<file path="src/rtl/vx_warp_ibuffer_pkg.sv">
// Shared types for the per-warp instruction buffer: decoded payload layout and default depth.
package vx_warp_ibuffer_pkg;

  localparam int NUM_WARPS_DEF = 4;
  localparam int NUM_THREADS   = 4;
  localparam int IBUF_SIZE     = 4;

  // Decoded instruction minus the warp id, which is consumed by steering.
  typedef struct packed {
    logic [15:0]            uuid;
    logic [NUM_THREADS-1:0] tmask;
    logic [31:0]            pc;
    logic [1:0]             ex_type;
    logic [3:0]             op_type;
    logic [7:0]             op_args;
    logic                   wb;
    logic [5:0]             rd;
    logic [5:0]             rs1;
    logic [5:0]             rs2;
    logic [5:0]             rs3;
`ifdef EXT_V_ENABLE
    logic [2:0]             vsew;
    logic [2:0]             vlmul;
    logic                   vm;
`endif
  } ibuf_data_t;

  localparam int IBUF_DATA_W = $bits(ibuf_data_t);

endpackage

</file>
<file path="src/rtl/vx_warp_ibuffer_queue.sv">
// Single-warp FIFO of DEPTH entries; head is the registered oldest entry, no bypass paths.
module vx_ibuf_queue #(
  parameter int DEPTH  = 4,
  parameter int DATA_W = 8
) (
  input  logic              clk,
  input  logic              reset,
  input  logic              push,
  input  logic [DATA_W-1:0] push_data,
  input  logic              pop,
  output logic              full,
  output logic              empty,
  output logic [DATA_W-1:0] head
);

  localparam int PW = $clog2(DEPTH);
  localparam int CW = $clog2(DEPTH + 1);

  logic [DATA_W-1:0] mem [DEPTH];
  logic [PW-1:0]     wr_ptr;
  logic [PW-1:0]     rd_ptr;
  logic [CW-1:0]     count;

  assign full  = (count == CW'(DEPTH));
  assign empty = (count == '0);
  assign head  = mem[rd_ptr];

  // Pointers wrap naturally because DEPTH is a power of two.
  always_ff @(posedge clk) begin
    if (reset) begin
      wr_ptr <= '0;
      rd_ptr <= '0;
      count  <= '0;
    end else begin
      if (push) wr_ptr <= wr_ptr + 1'b1;
      if (pop)  rd_ptr <= rd_ptr + 1'b1;
      case ({push, pop})
        2'b10:   count <= count + 1'b1;
        2'b01:   count <= count - 1'b1;
        default: count <= count;
      endcase
    end
  end

  always_ff @(posedge clk) begin
    if (push) mem[wr_ptr] <= push_data;
  end

`ifndef SYNTHESIS
  a_no_push_full: assert property (@(posedge clk) disable iff (reset) push |-> !full);
  a_no_pop_empty: assert property (@(posedge clk) disable iff (reset) pop |-> !empty);
`endif

endmodule

</file>
<file path="src/rtl/vx_warp_ibuffer.sv">
// Per-warp instruction buffer: steers decoded instructions by wid into per-warp FIFOs,
// presents each warp's head on its own valid/ready channel and reports registered pops.
module vx_warp_ibuffer
  import vx_warp_ibuffer_pkg::*;
#(
  parameter int NUM_WARPS = NUM_WARPS_DEF,
  parameter int NW_WIDTH  = (NUM_WARPS > 1) ? $clog2(NUM_WARPS) : 1,
  parameter int DEPTH     = IBUF_SIZE,
  parameter int DATA_W    = IBUF_DATA_W
) (
  input  logic                        clk,
  input  logic                        reset,
  input  logic                        decode_valid,
  input  logic [NW_WIDTH-1:0]         decode_wid,
  input  logic [DATA_W-1:0]           decode_data,
  output logic                        decode_ready,
  output logic [NUM_WARPS-1:0]        ibuf_valid,
  output logic [NUM_WARPS*DATA_W-1:0] ibuf_data,
  input  logic [NUM_WARPS-1:0]        ibuf_ready,
  output logic [NUM_WARPS-1:0]        ibuf_pop
);

  logic [NUM_WARPS-1:0]     full;
  logic [NUM_WARPS-1:0]     empty;
  logic [NUM_WARPS-1:0]     push;
  logic [NUM_WARPS-1:0]     deq;
  logic [2**NW_WIDTH-1:0]   full_pad;
  logic                     fire;

  // Unused wid codes read as full so an illegal wid is never accepted.
  always_comb begin
    full_pad                = '1;
    full_pad[NUM_WARPS-1:0] = full;
  end

  assign decode_ready = ~full_pad[decode_wid];
  assign fire         = decode_valid & decode_ready;
  assign ibuf_valid   = ~empty;

  for (genvar w = 0; w < NUM_WARPS; w++) begin : g_warp
    assign push[w] = fire & (decode_wid == NW_WIDTH'(w));
    assign deq[w]  = ~empty[w] & ibuf_ready[w];

    vx_ibuf_queue #(
      .DEPTH  (DEPTH),
      .DATA_W (DATA_W)
    ) u_queue (
      .clk       (clk),
      .reset     (reset),
      .push      (push[w]),
      .push_data (decode_data),
      .pop       (deq[w]),
      .full      (full[w]),
      .empty     (empty[w]),
      .head      (ibuf_data[w*DATA_W +: DATA_W])
    );
  end

  always_ff @(posedge clk) begin
    if (reset) ibuf_pop <= '0;
    else       ibuf_pop <= deq;
  end

`ifndef SYNTHESIS
  a_wid_range: assert property (@(posedge clk) disable iff (reset)
                                decode_valid |-> (32'(decode_wid) < NUM_WARPS));
`endif

endmodule

</file>
<file path="config.mk">
export PLATFORM = sky130hd
export DESIGN_NAME = vx_warp_ibuffer
export DESIGN_NICKNAME = d
export VERILOG_FILES = /design/src/rtl/vx_warp_ibuffer_pkg.sv /design/src/rtl/vx_warp_ibuffer_queue.sv /design/src/rtl/vx_warp_ibuffer.sv
export SDC_FILE = /design/constraint.sdc
export NUM_CORES = 1
export LEC_CHECK = 0
export BUFFER_PORTS_ARGS = -buffer_cell sky130_fd_sc_hd__buf_2
export CAP_MARGIN = 25
export CORE_UTILIZATION = 40
export CTS_CLUSTER_DIAMETER = 100
export DETAILED_ROUTE_END_ITERATION = 8
export PLACE_DENSITY = 0.56
export SETUP_SLACK_MARGIN = 0.2
export SYNTH_ARGS = -nofsm -noshare
export SYNTH_HDL_FRONTEND = slang
export SYNTH_SLANG_ARGS = --single-unit
</file>
<file path="constraint.sdc">
create_clock -name clk -period 12.47 [get_ports clk]
set_clock_uncertainty 0.05 [all_clocks]
set_input_delay 3.1175 -clock clk [delete_from_list [all_inputs] [get_ports clk]]
set_output_delay 3.1175 -clock clk [all_outputs]
set_load 0.01 [all_outputs]
</file>
==> flow_summary.yaml, run 1 <==
run_status:
  status: "finished clean"
worst_setup_path:
  end_kind: "output port"
  critPathMostFrequentCell: "buf_2"
  reg2regPathDepth: 4
  path_delay_family: "multiplexers"
  cp_slowest_cell: "mux4_2"
  crit_chain: "buf_2 -> mux4_2 -> buf_2"
  criticalPathCategory: "primary input to output port"
  r2r_start: "g_warp[0].u_queue.count[0]"
  path_max_fanout: 5
  rrSetupSlack_ps: 9070
  timing.rr.end: "g_warp[0].u_queue.mem[2][90]"
  critPathBufInv: 2
  cp_data_arrival_time_ps: 3980
  startpoint_type: "primary input"
  critPathMaxStageDelay_ps: 530
  crit_required_ps: 9300
pwr:
  switching_power_mw: 3.06
  p_comb_share_pct: 15.3
  vdd_ir_drop_max_uv: 114
  seqPwrFrac_pct: 48.0
  p_leak_nw: 20.4
  p_int_mw: 8.92
  power_frac_clock_pct: 36.7
  switching_share_pct: 25.6
  powerDensity_nw_per_um2: 188
floorplan:
  io_pins: 473
  rows: 134
  core_sq_um: 134000
  dieWidth_um: 371
  die-area_sq_um: 137000
  dieHeight_um: 371
  initial_utilization_pct: 40.5
cts:
  cts_resized: 0
  clockBufferDepth: 3
  cts_tree: "done"
  post_cts_buffers: 0
  worstSkewPairLatency_ps: 790
  clock_sinks: 1496
  cts_buffers: 154
  cts_hold_buf: 0
  htreeDepth: 4
  cts_root_buf: "clkbuf_16"
  clk_pin_slew_worst_paths_ps: 60
synth:
  synth-seq-area-share_pct: 81.9
  yosys_warnings: 0
  synth.area.top_cells: "edfxtp_1, mux4_2, dfxtp_1"
  synth_top_area_cell: "edfxtp_1"
  ys_ff_latch: 1496
  synth_edf_count: 1456
  synth_nets: 2250
  synth_area_sq_um: 54400
  ys_types: 29
  async_flop_share_pct: 0
  synth.avg_cell_area_sq_um: 25.6
  yosysTopAreaCellShare_pct: 80.4
  ys.flop_type: "edfxtp_1"
  synth_cells: 2126
sta:
  slew_viol_final: 0
  period_needed_ps: 7150
  fin_crit_sh_pct: 57.3
  hold_viol: 0
  rsz0062_at_grt: "no"
  fmax_mhz: 140
  fin_hold_ws_ps: 471
  worst_slew_pin_slew_ps: 1060
  slew_headroom_pct: 29.0
  setup-tns-final_ps: 0
  setup_ws_ps: 5320
  setup_viol: 0
job:
  maxCapViolations: 0
route:
  dr.pass1.iters: 5
  ant_nets: 0
  wl_per_cell_um: 28.0
  drtIter0Drc: 2200
  vias_per_cell: 5.30
  drt-total-wl_um: 129000
  route.vias.total: 24400
  drc: 0
worst_hold_path:
  hp-class: "register to register"
  holdPathStages: 2
  hold_start: "g_warp[0].u_queue.wr_ptr[1]"
  min_to: "g_warp[0].u_queue.wr_ptr[1]"
grt:
  grt.total_usage_pct: 18.9
  grt_max_degree: 58
  grt_overflow: 0
  grt_pass1_wl_um: 183000
  grt_pass1_vias: 25300
  antenna_found_initial: 22
layout:
  final_nets: 2829
  drive_gt1_share_pct: 39.5
  design_area_sq_um: 63900
  layout_commonest_cell: "edfxtp_1"
  area_growth_pct: 17.5
  layout_common_cells: "edfxtp_1, buf_2, mux4_2"
placement:
  dp_hpwl_um: 77200
  pre_cts_ws_ps: 5330
  place_area_sq_um: 58900
  numPortBuffers: 472
  gp_congestion: 0.734
-- logic make-up (layout without fill, tap and decap cells) --
family          after synthesis  count (layout)  share of synthesized area (%)
mux                         373             373                           15.3
flops                      1496            1496                           81.9
buf+inv                     114             818                          0.889
compound gates               24              24                          0.322
simple gates                 79              79                          0.718
fa+ha+maj                    24              24                          0.608
xor+xnor                     16              16                          0.258
other cells                   0               3                              0
-- through the flow --
stage	util, %	total power [mW]	std cells
after floorplan	-	6.92	2126
after global placement	43.9	7.72	4310
after detailed placement	43.9	7.75	4312
after CTS	47.5	12.2	4593
after global routing	47.6	12.4	4598
final	47.6	12.0	4601
-- registers in the layout, summed over array words and instances, names as in the netlist, named ones only --
name,flops
g_warp.u_queue.rd_ptr,8
g_warp.u_queue.wr_ptr,8
g_warp.u_queue.count,12
g_warp.u_queue.mem,1456
ibuf_pop,4
-- worst max-delay path by stage --
stage / slack [ps] / to / cells past startpoint / from
after global placement: 5320 / decode_ready / 3 / decode_wid[1]
after global routing: 5290 / decode_ready / 3 / decode_wid[1]
after detailed placement: 5330 / decode_ready / 3 / decode_wid[1]
after floorplan: 5680 / decode_ready / 1 / decode_wid[1]
final: 5320 / decode_ready / 3 / decode_wid[1]
after CTS: 5310 / decode_ready / 3 / decode_wid[1]
-- power groups by stage --
stage                     registers, mW  clock network [mW]  logic [mW]
after floorplan                    5.74                   0        1.18
after global placement             5.87                   0        1.85
after detailed placement           5.88                   0        1.87
after CTS                          5.77                4.50        1.88
after global routing               5.78                4.69        1.96
final                              5.76                4.40        1.83
-- cell usage after synthesis, types with 5 or more instances --
master    count
a21oi_1      10
nor2_1       39
or3_1         7
nand2b_1      8
nand2_1       5
inv_1        29
ha_1         20
mux4_2      365
edfxtp_1   1456
and2_1       12
buf_2        44
dfxtp_1      40
xor2_1       16
clkbuf_1     39
-- area by class of cell --
| cell class | count | area (sq um) |
|---|---|---|
| Tap cell | 1768 | 2210 |
| Clock inverter | 87 | 821 |
| Multi-Input combinational cell | 516 | 9380 |
| Timing Repair Buffer | 508 | 2770 |
| Antenna cell | 3 | 7.51 |
| Fill cell | 11000 | 70300 |
| Sequential cell | 1496 | 44600 |
| Clock buffer | 194 | 4000 |
| Inverter | 29 | 109 |
-- metal layers --
layer	vias to the layer above	part of all wire, %	global-route usage [%]
li1	10300	-	-
met1	13200	42	26.0
met2	802	48	29.9
met3	161	7.4	5.00
met4	8	1.9	4.89
met5	-	0.035	0
-- worst reg2reg max path, stage by stage, from the launching register on --
cell	delay [ps]
dfxtp_1	450
nor2_2	100
a2111oi_4	620
and2_4	670
buf_4	920
Note: power is estimated with default switching activity, not from simulation.
==> inputs of run 2 (changes only) <==
--- a/config.mk
+++ b/config.mk
@@ -10,7 +10,7 @@
 export CORE_UTILIZATION = 40
 export CTS_CLUSTER_DIAMETER = 100
 export DETAILED_ROUTE_END_ITERATION = 8
-export PLACE_DENSITY = 0.56
+export PLACE_DENSITY = 0.58
 export SETUP_SLACK_MARGIN = 0.2
 export SYNTH_ARGS = -nofsm -noshare
 export SYNTH_HDL_FRONTEND = slang
==> constraint.sdc (replaced) <==
create_clock -name clk -period 5.82 [get_ports clk]
set_clock_uncertainty 0.05 [all_clocks]
set_input_delay 1.455 -clock clk [delete_from_list [all_inputs] [get_ports clk]]
set_output_delay 1.455 -clock clk [all_outputs]
set_load 0.01 [all_outputs]
==> run 2 against run 1 <==
Design area hardly changed. Critical path depth stayed put. Sequential share of layout area hardly changed. Routed wire length is 6.0% higher. Worst hold slack better by 15 ps. Global-route usage is 1.0 points higher. Die area stayed put. Utilization hardly changed. Combinational power is 120% higher. First-iteration DRC count is 8.7% higher.
==> flow_summary.yaml, run 2 (synthesis gave the netlist of run 1 again) <==
pwr:
  p_leak_nw: 20.4
  powerDensity_nw_per_um2: 402
  vdd_ir_drop_max_uv: 240
layout:
  layout_common_cells: "edfxtp_1, buf_2, mux4_2"
  final_nets: 2842
  regArea_sq_um: 44600
  area_growth_pct: 17.5
  largest_register: "g_warp.u_queue.mem"
  final_core_util_pct: 47.6
  multi_input_area_sq_um: 9380
  fill_cells: 10900
  top_regs: "g_warp.u_queue.mem (1456), g_warp.u_queue.count (12)"
  layout_commonest_cell: "edfxtp_1"
  largest_reg_flops: 1456
  drive_gt1_share_pct: 39.8
floorplan:
  core_sq_um: 134000
  die-area_sq_um: 137000
  rows: 134
  dieWidth_um: 371
  io_pins: 473
  initial_utilization_pct: 40.5
  dieHeight_um: 371
sta:
  fmax_mhz: 221
  worst_slew_pin_slew_ps: 999
  fin_crit_sh_pct: 77.8
  setup-tns-final_ps: 0
  rsz0062_at_grt: "no"
  fin_hold_ws_ps: 486
  slew_viol_final: 0
  slew_headroom_pct: 33.4
  period_needed_ps: 4530
  setup_ws_ps: 1290
  hold_viol: 0
  setup_viol: 0
placement:
  dp_hpwl_um: 88200
  gp_congestion: 0.755
  numPortBuffers: 472
  pre_cts_ws_ps: 1650
worst_setup_path:
  critPathMaxStageDelay_ps: 740
  path_max_fanout: 26
  critPathBufInv: 2
  crit_chain: "buf_4 -> mux4_2 -> buf_2"
  cp_slowest_cell: "dfxtp_4"
  startpoint_type: "register"
  criticalPathCategory: "register to output port"
  cp_data_arrival_time_ps: 3020
  end_kind: "output port"
  crit_required_ps: 4320
  path_delay_family: "buffers and inverters"
grt:
  grt_pass1_wl_um: 191000
  grt.total_usage_pct: 19.9
  antenna_found_initial: 19
  grt_pass1_vias: 25600
  grt_max_degree: 58
  grt_overflow: 0
route:
  wl_per_cell_um: 29.6
  ant_nets: 0
  route.vias.total: 24800
  drt-total-wl_um: 137000
  drc: 0
  drtIter0Drc: 2391
  vias_per_cell: 5.39
  dr.pass1.iters: 5
job:
  maxCapViolations: 0
cts:
  cts_hold_buf: 0
  post_cts_buffers: 0
  cts_root_buf: "clkbuf_16"
  clk_pin_slew_worst_paths_ps: 60
  clockBufferDepth: 3
  cts_resized: 0
  worstSkewPairLatency_ps: 790
  clock_sinks: 1496
  htreeDepth: 4
  cts_buffers: 152
  cts_tree: "done"
worst_hold_path:
  hp-class: "register to register"
run_status:
  status: "finished clean"
-- run 2: worst paths after layout --
| kind | start | end | slack (ps) | cells past startpoint |
|---|---|---|---|---|
| worst min-delay path | g_warp[1].u_queue.wr_ptr[1] | g_warp[1].u_queue.wr_ptr[1] | 490 | 2 |
| worst max-delay path | register | ibuf_data[205] | 1290 | 3 |
| worst min register to register | g_warp[1].u_queue.wr_ptr[1] | g_warp[1].u_queue.wr_ptr[1] | 490 | 2 |
| worst max register to register | g_warp[0].u_queue.count[0] | g_warp[0].u_queue.mem[3][12] | 2780 | 4 |
-- run 2: routing by layer --
layer	vias to the layer above	part of all wire (%)	track usage (%)
li1	10300	-	-
met1	13400	42	27.3
met2	940	48	31.4
met3	187	7.7	5.67
met4	20	2.1	5.03
met5	-	0.088	0
-- run 2: per-stage QoR --
step | power [mW] | cells | instance area, sq um
floorplan | 14.8 | 2126 | 54400
global placement | 16.8 | 4329 | 59100
detailed placement | 16.8 | 4332 | 59200
CTS | 26.0 | 4603 | 63900
global route | 26.6 | 4603 | 63900
finish | 25.7 | 4608 | 63900
-- run 2: worst reg2reg max path, stage by stage (launching register included) --
cell and delay, ps:
dfxtp_1 440, nor2_2 100, a2111oi_4 740, and2_4 680, buf_4 620
-- run 2: power by group --
group,switching (mW),internal [mW]
sequential,0.350,12.0
combinational,2.26,1.85
clock,3.97,5.23
-- run 2: layout make-up --
class,count,share of cell area (%)
Multi-Input combinational cell,516,14.7
Inverter,29,0.170
Antenna cell,5,0.0196
Sequential cell,1496,69.7
Tap cell,1768,3.46
Timing Repair Buffer,523,4.63
Clock buffer,189,6.32
Clock inverter,82,0.972
